$ cat src/rtl/fetch_miss_controller.sv
// Fetch-stage I-cache miss sequencer: freezes the PC on a miss, refills the line
// from memory, and replays any branch redirect that arrived while the refill ran.
module fetch_miss_controller #(
  parameter int ADDR_W     = 32,
  parameter int LINE_WORDS = 4,
  parameter int IDX_W      = $clog2(LINE_WORDS)
) (
  input  logic              clk,
  input  logic              reset,
  input  logic [ADDR_W-1:0] fetch_pc,
  input  logic              Hit,
  input  logic              PCSource,
  input  logic [ADDR_W-1:0] BranchTarget,
  output logic              stall_pc,
  output logic              redirect,
  output logic [ADDR_W-1:0] redirect_target,
  output logic              mem_req,
  output logic [ADDR_W-1:0] mem_addr,
  input  logic              mem_ack,
  input  logic              mem_rvalid,
  input  logic [ADDR_W-1:0] mem_rdata,
  output logic              fill_we,
  output logic [IDX_W-1:0]  fill_index,
  output logic [ADDR_W-1:0] fill_data,
  output logic              fill_tag_valid,
  output logic [15:0]       miss_count
);

  typedef enum logic [1:0] {
    S_IDLE = 2'd0,
    S_REQ  = 2'd1,
    S_FILL = 2'd2,
    S_DONE = 2'd3
  } state_t;

  localparam logic [IDX_W-1:0] LAST_BEAT = IDX_W'(LINE_WORDS - 1);

  state_t              r_state;
  state_t              w_next_state;
  logic [ADDR_W-1:0]   r_line_addr;
  logic [IDX_W-1:0]    r_beat;
  logic                r_pending;
  logic [ADDR_W-1:0]   r_redirect_target;
  logic [15:0]         r_miss_count;
  logic                w_miss;

  // Next-state and output decode; reset forces every output low in its own cycle.
  always_comb begin
    w_next_state    = r_state;
    w_miss          = 1'b0;
    stall_pc        = 1'b0;
    redirect        = 1'b0;
    redirect_target = r_redirect_target;
    mem_req         = 1'b0;
    mem_addr        = '0;
    fill_we         = 1'b0;
    fill_index      = '0;
    fill_data       = '0;
    fill_tag_valid  = 1'b0;
    miss_count      = r_miss_count;

    case (r_state)
      S_IDLE: begin
        // A same-cycle redirect wins over the miss: the fetched line is discarded.
        if (!Hit && !PCSource) begin
          stall_pc     = 1'b1;
          w_miss       = 1'b1;
          w_next_state = S_REQ;
        end else begin
          stall_pc = 1'b0;
        end
      end
      S_REQ: begin
        stall_pc = 1'b1;
        mem_req  = 1'b1;
        mem_addr = r_line_addr;
        if (mem_ack) begin
          w_next_state = S_FILL;
        end else begin
          w_next_state = S_REQ;
        end
      end
      S_FILL: begin
        stall_pc = 1'b1;
        if (mem_rvalid) begin
          fill_we    = 1'b1;
          fill_index = r_beat;
          fill_data  = mem_rdata;
          if (r_beat == LAST_BEAT) begin
            fill_tag_valid = 1'b1;
            w_next_state   = S_DONE;
          end else begin
            w_next_state = S_FILL;
          end
        end else begin
          w_next_state = S_FILL;
        end
      end
      S_DONE: begin
        w_next_state = S_IDLE;
        // A live redirect here is newer than anything held during the refill.
        if (PCSource) begin
          redirect        = 1'b1;
          redirect_target = BranchTarget;
          stall_pc        = 1'b0;
        end else if (r_pending) begin
          redirect = 1'b1;
          stall_pc = 1'b0;
        end else begin
          stall_pc = 1'b1;
        end
      end
      default: begin
        w_next_state = S_IDLE;
      end
    endcase

    if (reset) begin
      w_next_state    = S_IDLE;
      w_miss          = 1'b0;
      stall_pc        = 1'b0;
      redirect        = 1'b0;
      redirect_target = '0;
      mem_req         = 1'b0;
      mem_addr        = '0;
      fill_we         = 1'b0;
      fill_index      = '0;
      fill_data       = '0;
      fill_tag_valid  = 1'b0;
      miss_count      = '0;
    end else begin
      miss_count = r_miss_count;
    end
  end

  // State, refill bookkeeping, held redirect and performance counter.
  always_ff @(posedge clk) begin
    if (reset) begin
      r_state           <= S_IDLE;
      r_line_addr       <= '0;
      r_beat            <= '0;
      r_pending         <= 1'b0;
      r_redirect_target <= '0;
      r_miss_count      <= '0;
    end else begin
      r_state <= w_next_state;

      if (w_miss) begin
        r_line_addr <= {fetch_pc[ADDR_W-1:IDX_W+2], {(IDX_W+2){1'b0}}};
        if (r_miss_count != 16'hFFFF) begin
          r_miss_count <= r_miss_count + 16'd1;
        end
      end

      if (r_state == S_REQ && mem_ack) begin
        r_beat <= '0;
      end else if (r_state == S_FILL && mem_rvalid) begin
        r_beat <= r_beat + IDX_W'(1);
      end

      if ((r_state == S_REQ || r_state == S_FILL) && PCSource) begin
        r_pending         <= 1'b1;
        r_redirect_target <= BranchTarget;
      end else if (r_state == S_DONE) begin
        r_pending <= 1'b0;
      end
    end
  end

endmodule

$ cat config.mk
export PLATFORM = sky130hd
export DESIGN_NAME = fetch_miss_controller
export DESIGN_NICKNAME = d
export VERILOG_FILES = /design/src/rtl/fetch_miss_controller.sv
export SDC_FILE = /design/constraint.sdc
export NUM_CORES = 1
export LEC_CHECK = 0
export CAP_MARGIN = 20
export CORE_MARGIN = 5
export CORE_UTILIZATION = 25
export CTS_CLUSTER_SIZE = 28
export DETAILED_ROUTE_END_ITERATION = 16
export SLEW_MARGIN = 20
export SYNTH_ARGS = -nofsm -noshare
export SYNTH_HDL_FRONTEND = slang
export SYNTH_SLANG_ARGS = --single-unit
$ cat constraint.sdc
create_clock -name clk -period 2.36 [get_ports clk]
set_input_delay 0.472 -clock clk [delete_from_list [all_inputs] [get_ports clk]]
set_output_delay 0.472 -clock clk [all_outputs]
set_load 0.01 [all_outputs]
Word level (Yosys, flattened, before mapping)
Index checks and enable logic that the tools add are counted.
{"block": "totals", "reg_bits": 81, "out_inout_bits": 119, "word_cells": 65}
{"block": "classes", "add_sub_neg": 2, "n_eq_ne": 6, "mux": 39, "n_reduce_logical": 12}
{"op": "$mux 32", "n": 8}
{"op": "$mux 1", "n": 22}
{"op": "$add 16x1->16 const B", "n": 1}
{"op": "$mux 16", "n": 1}
{"op": "$ne 16x16->1 const B", "n": 1}
{"op": "$mux 2", "n": 6}
{"op": "$pmux 2 s4", "n": 1}
{"op": "$eq 2x2->1 const B", "n": 3}
{"op": "$logic_and 1x1->1", "n": 4}
{"op": "$reduce_or 2->1", "n": 2}
{"op": "$pmux 1 s3", "n": 1}
{"op": "$add 2x1->2 const B", "n": 1}
{"op": "$eq 2x1->1 const B", "n": 1}
{"op": "$logic_not 1->1", "n": 2}
{"op": "$logic_not 2->1", "n": 1}
{"op": "$ne 2x2->1 const B", "n": 1}
{"op": "$reduce_and 2->1", "n": 1}
{"op": "$reduce_bool 2->1", "n": 1}
{"op": "$logic_or 1x1->1", "n": 1}

Longest topological paths before layout
Gate-level depths: netlist of the first run.
{"block": "logic_depth", "ltp_word": 6, "ltp_mapped": 7}

Least setup slack after synthesis of the first run
OpenSTA, ideal clock, no wires.
{"block": "synth_timing", "path_kind": "input to register", "from": "input port PCSource", "to": "register r_miss_count[14]", "setup_ns": 0.121, "arrival_time_ns": 2.055, "required_time_ns": 2.239, "slack_ns": 0.184, "cell_stages": 6, "n_path_buf": 2, "path_cell_list": "buf_6 > or4b_4 > or2_0 > buf_2 > and4bb_2 > mux2_2"}
{"block": "synth_between", "elab_chain_len": 6}
{"element": "from (decl)", "line_no": "12", "source": "input logic PCSource,"}
{"element": "$logic_not 1->1", "line_no": "65", "source": "if (!Hit && !PCSource) begin"}
{"element": "$logic_and 1x1->1", "line_no": "65"}
{"element": "$mux 1", "line_no": "65"}
{"element": "$mux 1", "line_no": "62", "source": "case (r_state)"}
{"element": "$mux 1", "line_no": "118", "source": "if (reset) begin"}
{"element": "$reduce_and 2->1 (no line)"}
{"element": "to (signal assigned)", "line_no": "151", "source": "r_miss_count <= r_miss_count + 16'd1;"}
{"element": "to (decl)", "line_no": "44", "source": "logic [15:0] r_miss_count;"}
No other way between the ends.
A chain may end at the register's enable or synchronous reset.

==> flow_summary_export.csv, run 1 <==
group,metric,value,unit
floorplanning,die_area,0.0198,mm^2
sta,max_freq,0.433,GHz
worst_setup_path,critPathKind,"reg2out",
outcome,status,"completed",
routing,drt_iter0_markers,214,
sta,min_period_over_period,0.979,
worst_setup_path,cp-start-kind,"flip-flop",
synthesis,ys_ff_latch,81,
worst_setup_path,end_kind,"primary output",
floorplanning,initial_core_util,0.256,
sta,setup_violations,0,
routing,drc_errors,0,
placed_design,place_area,0.00684,mm^2
cells_and_area,mostFrequentLayoutCell,"nand2_1",
synthesis,yosys_warnings,0,
cells_and_area,drive_gt1_frac,0.141,
global_routing,grt_max_degree,58,
cells_and_area,fin_nets,925,
synthesis,netlist-cell-type-count,39,
placed_design,dp_slack,-317,ps
cells_and_area,fillers,1783,
routing,totalWireLength,14400,um
job,maxCapViolCount,0,
clock_network,clkSlewWorstSetupHoldPaths,60,ps
floorplanning,rows,47,
clock_network,cts-root-buf,"clkbuf_16",
sta,finClkSkew,7.46,ps
global_routing,grt-ovfl-total,0,
synthesis,avgSynthCellArea,7.18,um^2
routing,final_antenna_net_count,0,
pwr,leakagePower,2.86,nW
clock_network,cts_num_sinks,81,
global_routing,antenna_found_initial,1,
sta,worst_pin_slew,1010,ps
worst_setup_path,worstPathMaxFanout,29,
clock_network,cts_tree,"yes",
cells_and_area,insertedDiodeCount,0,
global_routing,grt_pass1_vias,4360,
placed_design,portBuffers,212,
sta,max_slew_margin,0.316,
synthesis,ys_seq_area_frac,0.379,
synthesis,async_flop_share,0,
worst_setup_path,cp_data_arrival_time,1840,ps
cells_and_area,syn_to_final_growth,65.7,%
floorplanning,die_w,141,um
synthesis,syn_inst,596,
worst_setup_path,r2r_slack,140,ps
routing,wl_per_cell,13.9,um
synthesis,synth_area,0.00428,mm^2
clock_network,clockBufferDepth,2,
synthesis,synth_edf_count,0,
global_routing,grt_use_total,0.143,
clock_network,h-tree-depth,3,
clock_network,clkLatencyLatePin,350,ps
cells_and_area,layout.cells.most_common_list,"nand2_1 (165), clkdlybuf4s50_1 (112), dfxtp_1 (79), a21oi_1 (73), and2_1 (64)",
placed_design,routabilityCongestion,0.796,
sta,layout_setup_ws,48.5,ps
placed_design,hpwl,10200,um
pwr,ir_worst_vdd,0.383,mV
routing,vias,4581,
floorplanning,core,0.0167,mm^2
pwr,p_per_area,506,mW/mm^2
floorplanning,ios,221,
worst_setup_path,crit_required,1890,ps
sta,rsz0062_at_grt,"true",
routing,drt_pass1_iterations,5,
global_routing,grt_pass1_wl,23100,um
synthesis,ys.flop_type,"dfxtp_1",
sta,finalHoldViolations,0,
floorplanning,die_h,141,um
sta,fin_crit,2310,ps
pwr,finalPower,0.00359,W
clock_network,cts_buffers,9,
routing,routed_via_density,4.40,
cells_and_area,fin_area,0.00709,mm^2
sta,finalMaxSlewViolations,0,
hold_path,min_path_type,"reg2reg",
-- power breakdown --
group          switching [W]  total, W  internal, W
clock               0.000579   0.00156     0.000981
sequential         0.0000354   0.00147      0.00144
combinational       0.000252  0.000556     0.000303
-- registers in the layout, summed over array words and instances (netlist names), named ones only --
signal and flops:
r_state 1, r_line_addr 28, r_beat 2, r_miss_count 16, r_redirect_target 32, r_pending 1
-- kinds of logic after synthesis --
kind of cell,count (synthesis),share of synthesized area
mux,5,0.0132
fa+ha+maj,7,0.0205
other cells,1,0.000876
simple gates,328,0.381
buf+inv,54,0.0550
compound gates,118,0.146
flops,81,0.379
xor+xnor,2,0.00409
-- cell type report --
cell class / count / area (um^2) / share of cell area
clock buffer: 11 / 253 / 0.0356
clock inverter: 4 / 76.3 / 0.0108
inverter: 7 / 26.3 / 0.00370
multi-input combinational: 464 / 2480 / 0.349
sequential: 81 / 1630 / 0.229
tap: 220 / 275 / 0.0388
timing repair buffer: 253 / 2360 / 0.333
-- path summary, 6_finish.rpt --
path                                            start               endpoint  cells after the start
worst max-delay path                        flip-flop           mem_addr[31]                      7
worst min-delay path            r_redirect_target[19]  r_redirect_target[19]                      2
worst max register to register             r_state[0]       r_miss_count[14]                      7
worst min register to register  r_redirect_target[19]  r_redirect_target[19]                      2
-- through the flow --
step	hold WS, ps	util	cells	setup TNS [ps]
2_1_floorplan	437	-	599	0
3_3_place_gp	442	0.409	1020	-17370
3_5_place_dp	447	0.409	1020	-17170
4_1_cts	456	0.427	1040	0
5_1_grt	475	0.425	1040	-987
6_report	456	0.425	1040	0
-- critical path, cell delays in order, from the launching register on --
cell	delay (ps)
dfxtp_2	380
inv_2	50
buf_4	130
ha_1	180
nor2b_4	130
buf_12	150
and2_1	150
dlygate4sd2_1	300
-- layer usage --
layer	part of all wire	vias to the layer above	global-route usage
met4	0.0075	2	0.0326
met5	0.00090	-	0
met1	0.46	2015	0.186
met3	0.10	11	0.0671
li1	-	2385	-
met2	0.43	168	0.218
-- repair_timing --
action                                  CTS  global route
endpoints found under the setup margin  100            91
gates cloned                              2             0
pin swaps                                 0             1
hold buffers                              0             0
gates resized for setup                 167            55
buffers inserted                          3             0
-- cell usage after synthesis (2+ instances only) --
| cell type | n | area (um^2) |
|---|---|---|
| nand2_1 | 166 | 623 |
| dfxtp_1 | 81 | 1620 |
| a21oi_1 | 74 | 370 |
| and2_1 | 66 | 413 |
| clkbuf_1 | 36 | 135 |
| o21ai_0 | 33 | 165 |
| nand2b_1 | 30 | 188 |
| nor2b_1 | 15 | 93.8 |
| nor2_1 | 14 | 52.6 |
| nand3_1 | 9 | 45.0 |
| ha_1 | 7 | 87.6 |
| inv_1 | 7 | 26.3 |
| nand4_1 | 7 | 43.8 |
| mux2_2 | 5 | 56.3 |
| buf_4 | 4 | 30.0 |
| nor3_1 | 4 | 20.0 |
| o31ai_1 | 4 | 30.0 |
| o41ai_1 | 4 | 35.0 |
| buf_1 | 3 | 11.3 |
| and4_1 | 2 | 17.5 |
| buf_2 | 2 | 10.0 |
| buf_6 | 2 | 22.5 |
| nor3b_1 | 2 | 15.0 |
| nor4_1 | 2 | 12.5 |
| or4_1 | 2 | 15.0 |
| xor2_1 | 2 | 17.5 |
Power figures use the tool's default switching activity.
==> inputs of run 2 (changes only) <==
==> constraint.sdc (replaced) <==
create_clock -name clk -period 2.7 [get_ports clk]
set_input_delay 0.54 -clock clk [delete_from_list [all_inputs] [get_ports clk]]
set_output_delay 0.54 -clock clk [all_outputs]
set_load 0.01 [all_outputs]
==> run 2 against run 1 <==
Effect of this change:
- utilization rose by 0.24 points
- clock power decreased by 26%
- global-route usage down 1.0 points
- clock skew rose by 2.2 ps
- critical path type unchanged
==> flow_summary_export.csv, run 2 (same netlist as run 1, synthesis figures left out) <==
group,metric,value,unit
worst_setup_path,worstPathMaxFanout,29,
global_routing,grt_pass1_wl,21800,um
sta,max_freq,0.386,GHz
clock_network,cts_tree,"yes",
routing,final_antenna_net_count,0,
worst_setup_path,timing.critical_path.buf_inv,3,
pwr,sequentialPowerShare,0.439,
worst_setup_path,cp_data_arrival_time,2050,ps
worst_setup_path,rr_worst_depth,6,
pwr,finalPower,0.00294,W
cells_and_area,syn_to_final_growth,66.7,%
global_routing,grt_use_total,0.134,
sta,finalHoldViolations,0,
floorplanning,die_w,141,um
cells_and_area,fillers,1719,
worst_setup_path,cp-start-kind,"flip-flop",
cells_and_area,layout.cells.most_common_list,"clkdlybuf4s50_1 (177), nand2_1 (166), dfxtp_1 (79), a21oi_1 (74), and2_1 (65)",
global_routing,grt_pass1_vias,4258,
floorplanning,die_h,141,um
routing,totalWireLength,13900,um
clock_network,clkLatencyLatePin,350,ps
routing,drt_iter0_markers,186,
routing,wl_per_cell,13.5,um
placed_design,routabilityCongestion,0.808,
pwr,ir_worst_vdd,0.283,mV
routing,routed_via_density,4.45,
placed_design,place_area,0.00674,mm^2
pwr,p_per_area,412,mW/mm^2
global_routing,grt_max_degree,58,
clock_network,cts_num_sinks,81,
pwr,comb_power_share,0.166,
worst_setup_path,end_kind,"primary output",
cells_and_area,fin_area,0.00713,mm^2
cells_and_area,fin_util,0.427,
floorplanning,ios,221,
clock_network,hold_buffers,0,
worst_setup_path,cpMaxStageDelayCell,"clkdlybuf4s50_1",
pwr,power_frac_clock,0.395,
sta,min_period_over_period,0.959,
floorplanning,initial_core_util,0.256,
cells_and_area,fin_nets,911,
routing,drc_errors,0,
clock_network,clockBufferDepth,2,
clock_network,cts_buffers,9,
floorplanning,core,0.0167,mm^2
floorplanning,die_area,0.0198,mm^2
floorplanning,rows,47,
cells_and_area,largest_reg_flops,32,
sta,fin_crit,2590,ps
pwr,leakagePower,3.00,nW
worst_setup_path,crit_required,2160,ps
global_routing,grt-ovfl-total,0,
worst_setup_path,critPathTopFamily,"buffers and inverters",
placed_design,dp_slack,-199,ps
pwr,internal_power,0.00216,W
sta,finClkSkew,9.63,ps
sta,worst_pin_slew,1020,ps
sta,setup_violations,0,
cells_and_area,insertedDiodeCount,0,
clock_network,clkSlewWorstSetupHoldPaths,60,ps
worst_setup_path,path_cells,"buf_4, ha_1, nor2b_2, buf_12, and2_1, clkdlybuf4s50_1",
worst_setup_path,critPathKind,"reg2out",
cells_and_area,mostFrequentLayoutCell,"clkdlybuf4s50_1",
worst_setup_path,cp_num_cells,6,
outcome,status,"completed",
pwr,swShare,0.264,
clock_network,h-tree-depth,3,
cells_and_area,top_regs,"r_redirect_target x32, r_line_addr x28, r_miss_count x16",
cells_and_area,top_register,"r_redirect_target",
worst_setup_path,slowest_delay,560,ps
placed_design,portBuffers,212,
hold_path,min_path_type,"reg2reg",
pwr,p_switching,0.000776,W
routing,vias,4570,
cells_and_area,drive_gt1_frac,0.0768,
job,maxCapViolCount,0,
hold_path,hold_depth,2,
placed_design,hpwl,10000,um
sta,max_slew_margin,0.314,
routing,drt_pass1_iterations,4,
sta,layout_setup_ws,111,ps
clock_network,cts-root-buf,"clkbuf_16",
global_routing,antenna_found_initial,0,
sta,finalMaxSlewViolations,0,
## run 2: per-stage QoR
step                      hold WS, ps  instances  setup TNS, ps
after detailed placement          447       1009          -5200
after CTS                         455       1025              0
after global routing              471       1027          -1.35
after floorplan                   437        599              0
final                             454       1027              0
after global placement            443       1009          -4980
## run 2: final timing paths
| kind | from | end | slack (ps) |
|---|---|---|---|
| max | r_state[0] | mem_addr[31] | 110 |
| min | r_redirect_target[29] | r_redirect_target[29] | 450 |
| max reg2reg | flip-flop | r_miss_count[14] | 460 |
| min reg2reg | r_redirect_target[29] | r_redirect_target[29] | 450 |
## run 2: worst reg2reg max path, cell delays in order (launching register included)
cell and delay [ps]:
dfxtp_2 350, inv_1 100, ha_1 200, or4b_4 480
or2_0 350, and4bb_2 340, mux2_2 320
## run 2: cell type report
cell class	instances	area, um^2	share of cell area
well taps	220	275	0.0386
clock inverters	7	55.1	0.00772
clock buffers	9	225	0.0316
multi-input cells	464	2450	0.344
repair buffers	239	2470	0.347
flip-flops and latches	81	1620	0.228
inverters	7	26.3	0.00368
## run 2: power groups by stage
stage / logic (W) / clock network (W) / registers (W)
after detailed placement: 0.000493 / 0 / 0.00131
after global placement: 0.000493 / 0 / 0.00131
after global routing: 0.000542 / 0.00127 / 0.00130
final: 0.000488 / 0.00116 / 0.00129
after CTS: 0.000494 / 0.00121 / 0.00129
after floorplan: 0.000217 / 0 / 0.00131
## run 2: repair_timing
item,CTS,global route
resized for setup,10,35
buffers inserted,0,1
cloned,0,1
setup endpoints to repair,37,74
## run 2: per-layer routing
metal  share of wire  global-route usage  routed length, um
met1            0.46               0.174               6340
met5               0                   0                  0
met4           0.015              0.0388                206
met3           0.099              0.0552               1370
met2            0.43               0.203               5970
==> inputs of run 3 (changes only) <==
--- a/config.mk
+++ b/config.mk
@@ -5,7 +5,7 @@
 export SDC_FILE = /design/constraint.sdc
 export NUM_CORES = 1
 export LEC_CHECK = 0
-export CAP_MARGIN = 20
+export CAP_MARGIN = 30
 export CORE_MARGIN = 5
 export CORE_UTILIZATION = 25
 export CTS_CLUSTER_SIZE = 28
==> run 3 against run 2 <==
Effect of this change:
- sequential power barely moved
- worst hold slack about the same
- design area barely moved
- global-route usage unchanged
- critical path type unchanged
- largest cell class unchanged
- highest routed layer unchanged
==> flow_summary_export.csv, run 3 (same netlist as run 1, synthesis figures left out) <==
group,metric,value,unit
hold_path,holdCritStartpoint,"r_redirect_target[29]",
pwr,leakagePower,3.00,nW
global_routing,grt-ovfl-total,0,
placed_design,portBuffers,212,
cells_and_area,mostFrequentLayoutCell,"clkdlybuf4s50_1",
worst_setup_path,startpoint,"r_state[0]",
clock_network,cts_num_sinks,81,
clock_network,cts_buffers,9,
sta,finalHoldViolations,0,
routing,routed_via_density,4.43,
pwr,p_per_area,412,mW/mm^2
cells_and_area,fin_util,0.427,
pwr,ir_worst_vdd,0.284,mV
sta,min_period_over_period,0.957,
clock_network,h-tree-depth,3,
worst_setup_path,rr_worst_depth,6,
routing,wl_per_cell,13.5,um
floorplanning,initial_core_util,0.256,
routing,drt_pass1_iterations,4,
placed_design,hpwl,10000,um
routing,drt_iter0_markers,180,
worst_setup_path,critPathKind,"reg2out",
cells_and_area,fillers,1718,
cells_and_area,layout.cells.most_common_list,"clkdlybuf4s50_1 (177), nand2_1 (166), dfxtp_1 (79), a21oi_1 (74), and2_1 (65)",
job,maxCapViolCount,0,
clock_network,cts_tree,"yes",
sta,max_slew_margin,0.657,
cells_and_area,fin_cells,1028,
clock_network,clkSlewWorstSetupHoldPaths,60,ps
global_routing,grt_max_degree,58,
global_routing,grt_pass1_wl,21800,um
hold_path,hold_depth,2,
clock_network,clkLatencyLatePin,340,ps
worst_setup_path,cp-start-kind,"flip-flop",
worst_setup_path,crit_required,2160,ps
routing,final_antenna_net_count,0,
hold_path,min_path_type,"reg2reg",
placed_design,dp_slack,-199,ps
global_routing,grt_use_total,0.134,
floorplanning,die_h,141,um
routing,totalWireLength,13900,um
routing,vias,4554,
cells_and_area,drive_gt1_frac,0.0780,
clock_network,clockBufferDepth,2,
cells_and_area,insertedDiodeCount,0,
global_routing,grt_pass1_vias,4258,
floorplanning,ios,221,
sta,layout_setup_ws,116,ps
floorplanning,die_area,0.0198,mm^2
sta,finClkSkew,9.04,ps
floorplanning,die_w,141,um
worst_setup_path,worstPathMaxFanout,29,
worst_setup_path,cp_data_arrival_time,2040,ps
sta,max_freq,0.387,GHz
floorplanning,rows,47,
cells_and_area,top_register,"r_redirect_target",
cells_and_area,fin_nets,912,
sta,setup_violations,0,
clock_network,cts-root-buf,"clkbuf_16",
global_routing,antenna_found_initial,0,
sta,fin_crit,2580,ps
placed_design,place_inst,1009,
cells_and_area,top_regs,"r_redirect_target x32, r_line_addr x28, r_miss_count x16",
sta,worst_pin_slew,508,ps
sta,finalMaxSlewViolations,0,
placed_design,routabilityCongestion,0.808,
cells_and_area,syn_to_final_growth,66.8,%
outcome,status,"completed",
routing,drc_errors,0,
floorplanning,core,0.0167,mm^2
cells_and_area,largest_reg_flops,32,
worst_setup_path,end_kind,"primary output",
run 3: timing repair:
item / 4_1_cts / 5_1_grt
cloned: 0 / 1
hold buffers: 0 / 0
hold endpoints to repair: 0 / 0
buffers inserted: 0 / 1
setup endpoints to repair: 37 / 74
resized for setup: 10 / 35
run 3: metrics by stage:
step	area, um^2	hold WS [ps]	TNS (ps)	power [W]
after global routing	7140	471	-1.35	0.00311
after CTS	7020	455	0	0.00299
after detailed placement	6740	447	-5200	0.00181
after floorplan	4290	437	0	0.00152
final	7140	454	0	0.00294
after global placement	6740	443	-4980	0.00180
run 3: worst paths after layout:
kind	to	slack, ps
setup / recovery	mem_addr[17]	120
hold / removal	r_redirect_target[29]	450
setup reg to reg	r_miss_count[14]	460
hold reg to reg	r_redirect_target[29]	450
run 3: final cells by class:
type                    instances  area (um^2)  area share
clock buffers                   9          225      0.0315
clock inverters                 7         55.1     0.00771
inverters                       7         26.3     0.00368
multi-input cells             464         2450       0.344
flip-flops and latches         81         1620       0.227
well taps                     220          275      0.0386
repair buffers                240         2480       0.347
run 3: power breakdown:
part | switching, W | internal [W] | total [W]
registers | 0.0000310 | 0.00126 | 0.00129
clock network | 0.000531 | 0.000632 | 0.00116
logic | 0.000216 | 0.000272 | 0.000488
total | 0.000778 | 0.00216 | 0.00294
run 3: worst max-delay path, stage by stage, from the launching register on:
cell and delay (ps):
dfxtp_2 370, buf_4 140, ha_1 150, nor2b_2 180, buf_12 170, and2_1 130
clkdlybuf4s50_1 550
run 3: layer usage:
metal / up-vias / global-route usage / share of wire
met5: - / 0 / 0
met4: 0 / 0.0388 / 0.015
met3: 18 / 0.0552 / 0.099
met2: 169 / 0.203 / 0.43
met1: 2007 / 0.174 / 0.46
li1: 2360 / - / -
